### config.mk
export PLATFORM = sky130hd
export DESIGN_NAME = pipe_ctrl_flat
export DESIGN_NICKNAME = d
export VERILOG_FILES = /design/src/rtl/pipe_ctrl_pkg.sv /design/src/rtl/pipe_ctrl_if.sv /design/src/rtl/pipe_lat_cnt.sv /design/src/rtl/pipe_ctrl.sv /design/src/flat_wrapper.sv
export SDC_FILE = /design/constraint.sdc
export NUM_CORES = 1
export LEC_CHECK = 0
export ABC_AREA = 1
export CAP_MARGIN = 30
export CORE_MARGIN = 1.5
export CORE_UTILIZATION = 45
export DETAILED_ROUTE_END_ITERATION = 8
export HOLD_SLACK_MARGIN = 0.15
export PLACE_DENSITY = 0.8
export SYNTH_ARGS = -nofsm -noshare
export SYNTH_HDL_FRONTEND = slang
export SYNTH_SLANG_ARGS = --single-unit
### constraint.sdc
create_clock -name clk -period 2.16 [get_ports clk]
set_input_delay 0.432 -clock clk [delete_from_list [all_inputs] [get_ports clk]]
set_output_delay 0.432 -clock clk [all_outputs]
set_load 0.02 [all_outputs]
### src/rtl/pipe_ctrl_pkg.sv
// Shared types and constants for the pipeline sequencer.
// Optional feature macro used by this slice: PIPE_PERF_CNT_EN.
`timescale 1ns/1ps
package pipe_ctrl_pkg;

  // Run mode of the core; the encoding is visible on the mode output.
  typedef enum logic [1:0] {
    STALL = 2'd0,
    LOAD  = 2'd1,
    EXEC  = 2'd2,
    STOP  = 2'd3
  } mode_t;

  // Per-stage pipeline register update codes.
  localparam logic [1:0] UPD_HOLD = 2'b00;
  localparam logic [1:0] UPD_ADV  = 2'b01;
  localparam logic [1:0] UPD_CLR  = 2'b10;
  localparam logic [1:0] UPD_BUB  = 2'b11;

endpackage

### src/rtl/pipe_ctrl_if.sv
// Signal bundle between the pipeline sequencer and the surrounding core.
// Optional feature macro: PIPE_PERF_CNT_EN adds the performance counters.
//
// Handshake semantics: aa_recieved, load_done and aa_sent are level-sampled
// qualifiers with no back-pressure; the sequencer acts on the clock edge at
// which they are high in the mode that listens for them (aa_recieved in
// STALL, load_done together with aa_sent in LOAD). The core-side inputs
// (stop, busy, jump, branch_taken, hazard) are likewise sampled every EXEC
// cycle, and upd/pc/exec_start are the sequencer's answer for that cycle.
`timescale 1ns/1ps
interface pipe_ctrl_if #(
  parameter int NSTAGE = 3,
  parameter int LAT_W  = 5,
  parameter int PC_W   = 32
);
  logic                  aa_recieved;
  logic                  load_done;
  logic                  aa_sent;
  logic                  stop;
  logic [LAT_W-1:0]      wait_time;
  logic                  busy;
  logic                  jump;
  logic [PC_W-1:0]       jump_target;
  logic                  branch_taken;
  logic [PC_W-1:0]       branch_target;
  logic                  hazard;
  logic [1:0]            mode;
  logic [PC_W-1:0]       pc;
  logic [2*NSTAGE-1:0]   upd;
  logic                  exec_start;
  logic [LAT_W-1:0]      latency;
`ifdef PIPE_PERF_CNT_EN
  logic [31:0]           cyc_cnt;
  logic [31:0]           ret_cnt;
  logic [31:0]           stall_cnt;
`endif

  // Core side: drives requests, observes the sequencer.
  modport master (
    output aa_recieved, load_done, aa_sent, stop, wait_time, busy,
           jump, jump_target, branch_taken, branch_target, hazard,
    input  mode, pc, upd, exec_start, latency
`ifdef PIPE_PERF_CNT_EN
   ,input  cyc_cnt, ret_cnt, stall_cnt
`endif
  );

  // Sequencer side.
  modport slave (
    input  aa_recieved, load_done, aa_sent, stop, wait_time, busy,
           jump, jump_target, branch_taken, branch_target, hazard,
    output mode, pc, upd, exec_start, latency
`ifdef PIPE_PERF_CNT_EN
   ,output cyc_cnt, ret_cnt, stall_cnt
`endif
  );

endinterface

### src/rtl/pipe_lat_cnt.sv
// Multi-cycle latency counter: clear has priority, increment saturates.
`timescale 1ns/1ps
module pipe_lat_cnt #(
  parameter int LAT_W = 5
) (
  input  logic             clk,
  input  logic             rstn,
  input  logic             clear_i,
  input  logic             inc_i,
  output logic [LAT_W-1:0] cnt_o
);

  logic [LAT_W-1:0] cnt_q;
  logic [LAT_W-1:0] cnt_d;

  // Next count: clear wins, otherwise count up and stick at all-ones.
  always_comb begin
    cnt_d = cnt_q;
    if (clear_i)
      cnt_d = '0;
    else if (inc_i && (cnt_q != {LAT_W{1'b1}}))
      cnt_d = cnt_q + 1'b1;
  end

  // Count register.
  always_ff @(posedge clk or negedge rstn) begin
    if (!rstn) cnt_q <= '0;
    else       cnt_q <= cnt_d;
  end

  assign cnt_o = cnt_q;

endmodule

### src/rtl/pipe_ctrl.sv
// Pipeline sequencer: run-mode FSM, fetch PC, latency tracking and the
// per-stage update codes, with branch-redirect flush and load-use bubbles.
// Optional feature macro: PIPE_PERF_CNT_EN (cycle/retire/stall counters).
`timescale 1ns/1ps
module pipe_ctrl
  import pipe_ctrl_pkg::*;
#(
  parameter int              NSTAGE      = 3,
  parameter int              LAT_W       = 5,
  parameter int              PC_W        = 32,
  parameter logic [PC_W-1:0] RESET_PC    = '0,
  parameter int              HZ_SPLIT    = 1,
  parameter int              FLUSH_DEPTH = 2
) (
  input  logic       clk,
  input  logic       rstn,
  pipe_ctrl_if.slave bus
);

  mode_t               mode_q;
  logic [PC_W-1:0]     pc_q;
  logic [PC_W-1:0]     pc_d;
  logic                exec_start_q;
  logic [2*NSTAGE-1:0] upd_d;
  logic [LAT_W-1:0]    lat;
  logic                in_exec;
  logic                jstall;
  logic                adv;
  logic                redir;
  logic                hz;
  logic                lat_inc;

  // Cycle qualifiers; all are zero outside EXEC so nothing moves there.
  always_comb begin
    in_exec = (mode_q == EXEC);
    jstall  = in_exec && bus.jump && (lat == '0);
    adv     = in_exec && (lat >= bus.wait_time) && !bus.busy && !jstall;
    redir   = adv && bus.branch_taken;
    hz      = adv && bus.hazard && !redir;
    lat_inc = in_exec && ((lat < bus.wait_time) || jstall);
  end

  pipe_lat_cnt #(.LAT_W(LAT_W)) u_lat (
    .clk     (clk),
    .rstn    (rstn),
    .clear_i (adv),
    .inc_i   (lat_inc),
    .cnt_o   (lat)
  );

  // Next fetch PC: redirect beats jump, sequential fetch only on a clean advance.
  always_comb begin
    pc_d = pc_q;
    if (redir)
      pc_d = bus.branch_target;
    else if (jstall)
      pc_d = bus.jump_target;
    else if (adv && !hz && !bus.jump)
      pc_d = pc_q + PC_W'(4);
  end

  // Per-stage update codes; stage i occupies upd[2i+1:2i].
  always_comb begin
    logic [1:0] code;
    upd_d = '0;
    for (int i = 0; i < NSTAGE; i++) begin
      code = UPD_ADV;
      if (!in_exec)
        code = UPD_CLR;
      else if (!adv)
        code = UPD_HOLD;
      else if (redir)
        code = (i < FLUSH_DEPTH) ? UPD_BUB : UPD_ADV;
      else if (hz) begin
        if (i < HZ_SPLIT)       code = UPD_HOLD;
        else if (i == HZ_SPLIT) code = UPD_BUB;
        else                    code = UPD_ADV;
      end
      upd_d[2*i +: 2] = code;
    end
  end

  // Mode FSM with registered PC and exec_start pulse.
  always_ff @(posedge clk or negedge rstn) begin
    if (!rstn) begin
      mode_q       <= STALL;
      pc_q         <= RESET_PC;
      exec_start_q <= 1'b0;
    end else begin
      pc_q         <= pc_d;
      exec_start_q <= adv;
      case (mode_q)
        STALL:   if (bus.aa_recieved)               mode_q <= LOAD;
        LOAD:    if (bus.load_done && bus.aa_sent)  mode_q <= EXEC;
        EXEC:    if (bus.stop)                      mode_q <= STOP;
        STOP:                                       mode_q <= STOP;
        default:                                    mode_q <= STALL;
      endcase
    end
  end

  assign bus.mode       = mode_q;
  assign bus.pc         = pc_q;
  assign bus.upd        = upd_d;
  assign bus.exec_start = exec_start_q;
  assign bus.latency    = lat;

`ifdef PIPE_PERF_CNT_EN
  logic [31:0] cyc_cnt_q;
  logic [31:0] ret_cnt_q;
  logic [31:0] stall_cnt_q;

  // Performance counters; they only count in EXEC so they freeze in STOP.
  always_ff @(posedge clk or negedge rstn) begin
    if (!rstn) begin
      cyc_cnt_q   <= '0;
      ret_cnt_q   <= '0;
      stall_cnt_q <= '0;
    end else begin
      if (in_exec)          cyc_cnt_q   <= cyc_cnt_q + 32'd1;
      if (adv && !hz)       ret_cnt_q   <= ret_cnt_q + 32'd1;
      if (in_exec && !adv)  stall_cnt_q <= stall_cnt_q + 32'd1;
    end
  end

  assign bus.cyc_cnt   = cyc_cnt_q;
  assign bus.ret_cnt   = ret_cnt_q;
  assign bus.stall_cnt = stall_cnt_q;
`endif

endmodule

### src/flat_wrapper.sv
// flat-port wrapper written by rule: the top's interface ports become plain ports
module pipe_ctrl_flat import pipe_ctrl_pkg::*;
#(
  parameter int              NSTAGE      = 3,
  parameter int              LAT_W       = 5,
  parameter int              PC_W        = 32,
  parameter logic [PC_W-1:0] RESET_PC    = '0,
  parameter int              HZ_SPLIT    = 1,
  parameter int              FLUSH_DEPTH = 2
)
  (clk, rstn, bus_aa_recieved, bus_load_done, bus_aa_sent, bus_stop, bus_wait_time, bus_busy, bus_jump, bus_jump_target, bus_branch_taken, bus_branch_target, bus_hazard, bus_mode, bus_pc, bus_upd, bus_exec_start, bus_latency);
  pipe_ctrl_if #(.NSTAGE(NSTAGE), .LAT_W(LAT_W), .PC_W(PC_W)) bus_i ();
  input  logic clk;
  input  logic rstn;
  input wire logic [$bits(bus_i.aa_recieved)-1:0] bus_aa_recieved;
  input wire logic [$bits(bus_i.load_done)-1:0] bus_load_done;
  input wire logic [$bits(bus_i.aa_sent)-1:0] bus_aa_sent;
  input wire logic [$bits(bus_i.stop)-1:0] bus_stop;
  input wire logic [$bits(bus_i.wait_time)-1:0] bus_wait_time;
  input wire logic [$bits(bus_i.busy)-1:0] bus_busy;
  input wire logic [$bits(bus_i.jump)-1:0] bus_jump;
  input wire logic [$bits(bus_i.jump_target)-1:0] bus_jump_target;
  input wire logic [$bits(bus_i.branch_taken)-1:0] bus_branch_taken;
  input wire logic [$bits(bus_i.branch_target)-1:0] bus_branch_target;
  input wire logic [$bits(bus_i.hazard)-1:0] bus_hazard;
  output wire logic [$bits(bus_i.mode)-1:0] bus_mode;
  output wire logic [$bits(bus_i.pc)-1:0] bus_pc;
  output wire logic [$bits(bus_i.upd)-1:0] bus_upd;
  output wire logic [$bits(bus_i.exec_start)-1:0] bus_exec_start;
  output wire logic [$bits(bus_i.latency)-1:0] bus_latency;
  assign bus_i.aa_recieved = bus_aa_recieved;
  assign bus_i.load_done = bus_load_done;
  assign bus_i.aa_sent = bus_aa_sent;
  assign bus_i.stop = bus_stop;
  assign bus_i.wait_time = bus_wait_time;
  assign bus_i.busy = bus_busy;
  assign bus_i.jump = bus_jump;
  assign bus_i.jump_target = bus_jump_target;
  assign bus_i.branch_taken = bus_branch_taken;
  assign bus_i.branch_target = bus_branch_target;
  assign bus_i.hazard = bus_hazard;
  assign bus_mode = bus_i.mode;
  assign bus_pc = bus_i.pc;
  assign bus_upd = bus_i.upd;
  assign bus_exec_start = bus_i.exec_start;
  assign bus_latency = bus_i.latency;
  pipe_ctrl #(.NSTAGE(NSTAGE), .LAT_W(LAT_W), .PC_W(PC_W), .RESET_PC(RESET_PC), .HZ_SPLIT(HZ_SPLIT), .FLUSH_DEPTH(FLUSH_DEPTH)) u_core (.clk(clk), .rstn(rstn), .bus(bus_i));
endmodule
* After elaboration in Yosys (flattened, before gate mapping)
Index checks and enable logic that the tools add are counted.
** Cells by class
- Mux-type cells :: 19
- Add/sub/neg operators :: 2
- Order comparisons :: 2
- Equal/unequal tests :: 7
- Reductions and logical operators :: 24
** Operators with widths (number)
- $mux 32 :: 3
- $add 32x3->32 const B :: 1
- $mux 2 :: 11
- $logic_and 1x1->1 :: 13
- $mux 5 :: 2
- $pmux 2 s4 :: 1
- $add 5x1->5 const B :: 1
- $ge 5x5->1 :: 1
- $logic_not 1->1 :: 5
- $logic_not 5->1 :: 1
- $lt 5x5->1 :: 1
- $ne 5x5->1 const B :: 1
- $eq 2x2->1 const B :: 2
- $ne 2x2->1 const B :: 2
- $reduce_and 3->1 :: 1
- $reduce_bool 3->1 :: 1
- $eq 2x1->1 const B :: 1
- $logic_not 2->1 :: 1
- $mux 1 :: 2
- $ne 2x1->1 const B :: 1
- $reduce_bool 2->1 :: 1
- $logic_or 1x1->1 :: 1
** Storage, ports and cells
- Bits in registers :: 40
- Logic and storage cells :: 58
- Bits of input ports :: 79
- Output and inout bits :: 46

* Longest topological paths before layout
- Depth after elaboration :: 14
- Gate-level depth with buffers :: 15

* Cells and area by module
Synthesis repeated with hierarchy kept, for this count alone.
** Second synthesis, totals
- Cells, all modules :: 601
- Area total of the unflattened synthesis :: 3550.9 µm²
** By module, submodules not included
- pipe_ctrl :: area each 3284.4 µm², instances 1, cells an instance 566, seq. area each 875.8 µm²
- pipe_lat_cnt :: area each 266.5 µm², instances 1, cells an instance 35, seq. area each 125.1 µm²

* Least setup slack after synthesis
Ideal clock, no wire load.
- Kind :: reg-to-output
- Start point :: register u_core.u_lat.cnt_q[4], in the netlist u_core.u_lat.cnt_o[4]
- End point :: output port bus_upd[1]
- Cell stages (with the launch flop) :: 10
- Arrival :: 1.802 ns
- Path buffers :: 2
- Slack :: -0.074 ns
- Data required time :: 1.728 ns
- Path through :: dfrtp_1 -> ha_1 -> nand2_1 -> inv_1 -> a21oi_1 -> nand3_1 -> nand3_2 -> buf_6 -> buf_2 -> nand2_1
** Between the ends
- Cells in the longest elaborated chain, start to end :: 8
- Elaborated cells on any way between the ends :: 11
- Those cells by class :: order compare: 1; mux: 3; reduce/logical: 7
** Ends and longest elaborated chain
- start, declared :: line pipe_lat_cnt.sv:13 : logic [LAT_W-1:0] cnt_q;
- start signal, assigned :: line pipe_lat_cnt.sv:28 : else cnt_q <= cnt_d;
- $ge 5x5->1 / $logic_not 5->1 (equally long branches) :: line pipe_ctrl.sv:37, pipe_ctrl.sv:36
- $logic_and 1x1->1 (on tied branches) :: line pipe_ctrl.sv:37, pipe_ctrl.sv:36
- $logic_and 1x1->1 / $logic_not 1->1 (equally long branches) :: line pipe_ctrl.sv:37 : adv = in_exec && (lat >= bus.wait_time) && !bus.busy && !jstall;
- $logic_and 1x1->1 * :: line pipe_ctrl.sv:37
- $logic_and 1x1->1 :: line pipe_ctrl.sv:38 : redir = adv && bus.branch_taken;
- $mux 2 :: line pipe_ctrl.sv:72 : else if (redir)
- $mux 2 * :: line pipe_ctrl.sv:70 : else if (!adv)
- $mux 2 * :: line pipe_ctrl.sv:68 : if (!in_exec)
- end, declared :: line flat_wrapper.sv:28 : output wire logic [$bits(bus_i.upd)-1:0] bus_upd;
Every way passes the cells marked *; elsewhere a longest branch is shown, timed or not.

* Worst setup path in the final report
- Start point :: register u_core.u_lat.cnt_q[3], in the netlist u_core.u_lat.cnt_o[3]
- End point :: output port bus_upd[3]
** Between the ends
- Cells in the longest elaborated chain, start to end :: 11
- Elaborated cells on any way between the ends :: 15
- Those cells by class :: order compare: 1; mux: 4; reduce/logical: 10
** Ends and longest elaborated chain
- $ge 5x5->1 / $logic_not 5->1 (equally long branches) :: line pipe_ctrl.sv:37, pipe_ctrl.sv:36
- $logic_and 1x1->1 (on tied branches) :: line pipe_ctrl.sv:37, pipe_ctrl.sv:36
- $logic_and 1x1->1 / $logic_not 1->1 (equally long branches) :: line pipe_ctrl.sv:37
- $logic_and 1x1->1 * :: line pipe_ctrl.sv:37
- net u_core.adv :: line pipe_ctrl.sv:28 : logic adv;
- $logic_and 1x1->1 :: line pipe_ctrl.sv:38
- $logic_not 1->1 :: line pipe_ctrl.sv:39 : hz = adv && bus.hazard && !redir;
- $logic_and 1x1->1 :: line pipe_ctrl.sv:39
- $mux 2 :: line pipe_ctrl.sv:74 : else if (hz) begin
- $mux 2 :: line pipe_ctrl.sv:72
- $mux 2 * :: line pipe_ctrl.sv:70
- $mux 2 * :: line pipe_ctrl.sv:68
Mark *: on every way through the listed nets, which the timed path passes. The rest lies on a longest branch.

==> run summary <==
outcome: complete, but fails checks
failing checks: setup timing
Synth top area share: 0.2847
Flop pwr share: 0.318
global-route wire length before repair: 18.87 mm
yosys warns: 0
multiplexer area fraction after synthesis: 0
GRT Overall Usage: 0.2798
post-route setup slack: -0.1064 ns
Clk pwr share: 0.167
synthesized area per cell: 6.115 um^2
Area Growth Syn to Fin: 58.83%
Die H: 91.39 um
f_max: 441.2 MHz
Core Region: 7647 um^2
WL/cell: 15.52 um
Cell variety after synth: 35
H-Tree Depth: 2
XOR/XNOR share of the synthesized area: 0.01744
Compound-Gate Fraction of Synth Area: 0.04911
most frequent cell after synthesis: nand2_1
post-synthesis adder-cell area fraction: 0.03203
grt total ovfl: 0
placed inst area: 5004 um^2
Seq cells post-synth: 40
Clock transition at path regs: 0.09 ns
register area share after synthesis: 0.2847
final setup vio count: 5
TritonCTS clock tree: yes
CP Class: register to output port
Tot Pwr: 4137 uW
worst-margin pin slew: 0.6197 ns
Min-Delay Path Class: input pin to async pin
met2 routed WL: 6.364 mm
asr flop ratio synth: 1.000
synthesized cell area: 3516 um^2
min cycle time layout: 2.266 ns
Rel. slew slack: 0.5869
Port Buf Inserts: 124
layout cells sized above 1: 0.1642
DR top layer: met4
HPWL after DPL: 8.601 mm
Post-synth EDFFs: 0
syn nets: 663
RD Place Congestion: 0.9526
Final Routed Wirelength: 13.02 mm
max_cap viols: 0
main combinational cell family by area after synthesis: simple AND/OR/NAND/NOR gates
I/O pin total: 125
clk root buf: clkbuf_8
Reg-to-Reg Start: u_core.u_lat.cnt_o[2]
switching part of the total power: 0.4034
Final Hold Vio Count: 0
Tcrit/Tclk final: 1.049
cts hold-fix bufs: 0
pin count of the biggest net entering global routing: 28
leak pwr: 0.002659 uW
DRT Pass-1 Iters: 5
Cells after Synth: 575
CTS sink count: 40
critical path capture point type: output port
initial antenna violation count: 0
Synth area leaders: dfrtp_1 (28%), nand2_1 (26%), nand3_1 (11%)
Synth area leader: dfrtp_1
number of buffers created by CTS: 5
Critical R2R Capture: u_core.bus.pc[9]
Slew Viols, Final: 0
fin nets: 824
most frequent cells after synthesis: nand2_1 (243), nand3_1 (78), nor2_1 (49)
Cell Pwr Density: 740.9 nW/um^2
FF-to-FF setup slack: 0.02 ns
crit start category: register
worst-path maximum fanout: 4
Post-DRT Antenna Nets: 0
antenna cell count: 0
Int Power: 2468 uW
DR vias: 4453
Core Rows: 32
die width: 91.39 um
drt via density: 5.308
WP data arrival: 1.83 ns
die area: 8352 um^2
DR iter-0 viols: 337
VDD IR-drop max: 0.6994 mV
sum of negative setup slack: -0.4325 ns
Worst Reg2Reg Path Length in Cells: 12
drt drc: 0
CTS Buffer Depth: 2
Post-Synth Simple-Gate Area: 0.5206
Main synth FF type: dfrtp_1
WP data required: 1.73 ns
met3 wire length: 963 um
clk_lat worst skew: 0.30 ns
Final Skew: 0.01208 ns
wl on met1: 5.268 mm
worst hold slack: 0.1382 ns
Net Sw Power: 1669 uW
combinational power share: 0.516
RSZ-0062 raised after global routing: true
vias in the first global route: 4018
initial cell density of the core: 0.4598
final non-filler cell area: 5584 um^2
==> state kept, by name, indices dropped and copies added (netlist names) <==
name                   flops
u_core.bus.exec_start      1
u_core.bus.pc             32
u_core.u_lat.cnt_o         5
u_core.bus.mode            2
==> worst max path at each step <==
stage	startpoint	to	slack, ns
after floorplan	u_core.u_lat.cnt_o[4]	bus_upd[1]	0.03
after global placement	bus_wait_time[4]	bus_upd[3]	-0.76
after detailed placement	bus_wait_time[4]	u_core.bus.pc[15]	-0.83
after CTS	u_core.u_lat.cnt_o[3]	bus_upd[3]	-0.08
after global routing	u_core.u_lat.cnt_o[3]	bus_upd[3]	-0.19
final	u_core.u_lat.cnt_o[3]	bus_upd[3]	-0.11
==> placed cells by master, fill, tap and decap left out, types with 5 or more instances in the layout <==
master	synthesis	final
nand2_1	243	238
clkdlybuf4s50_1	0	114
nand3_1	78	74
nor2_1	49	45
dfrtp_1	40	38
inv_1	40	36
buf_4	6	28
inv_2	12	13
nand2_2	9	13
or2_1	12	12
nand3b_1	11	11
o21ai_0	10	9
buf_6	2	9
o21ai_1	7	7
clkbuf_8	0	7
xor2_1	6	6
ha_1	9	6
buf_12	0	6
nand3_2	1	5
nand2_4	2	5
clkbuf_16	0	5
==> cells by family after synthesis <==
logic type | after synthesis
xor gates and xnor gates | 7
adders and majority gates | 9
DFF | 40
buffers and inverters | 73
AOI/OAI and AO/OA | 29
and+or+nand+nor | 417
==> worst max-delay path, cell delays in order, from the launching register on <==
cell and delay (ns):
dfrtp_1 0.40, ha_1 0.27, nand2_1 0.08, inv_2 0.05, a21oi_2 0.15, nand3_2 0.14
nand2_4 0.13, clkinv_4 0.06, o21ai_2 0.04, nand2_1 0.08, buf_6 0.13
==> metrics by stage <==
step	worst slack, ns	util	std cells
2_1_floorplan	0.02988	-	575
5_1_grt	-0.1874	0.7302	839
6_report	-0.1064	0.7302	839
4_1_cts	-0.07638	0.6816	823
3_3_place_gp	-0.7586	0.6543	813
3_5_place_dp	-0.8317	0.6543	813
==> what timing repair did <==
action,CTS,global route
endpoints found under the setup margin,41,41
gates cloned,1,10
gates resized for setup,49,34
setup buffers,1,7
pin swaps,10,7
==> final cells by class <==
class / count / area, um^2
multi-input cells: 466 / 2326
fillers: 601 / 2063
repair buffers: 169 / 1768
flip-flops and latches: 40 / 1003
inverters: 53 / 224.0
well taps: 102 / 127.6
clock buffers: 7 / 96.34
clock inverters: 1 / 30.03
repair inverters: 1 / 8.758
==> metal layers <==
metal  vias to the layer above  global-route usage
met5                         -                   0
met4                         0             0.09766
met3                        42             0.03685
met2                       233              0.4714
met1                      2034              0.3660
li1                       2144                   -
==> power groups by stage <==
stage / clock, uW / sequential, uW / combinational, uW
finish: 689 / 1310 / 2130
global route: 735 / 1350 / 2330
CTS: 694 / 1300 / 2070
detailed placement: 0 / 1300 / 2010
global placement: 0 / 1290 / 1960
floorplan: 0 / 1530 / 758
Note: power is estimated with default switching activity, not from simulation.
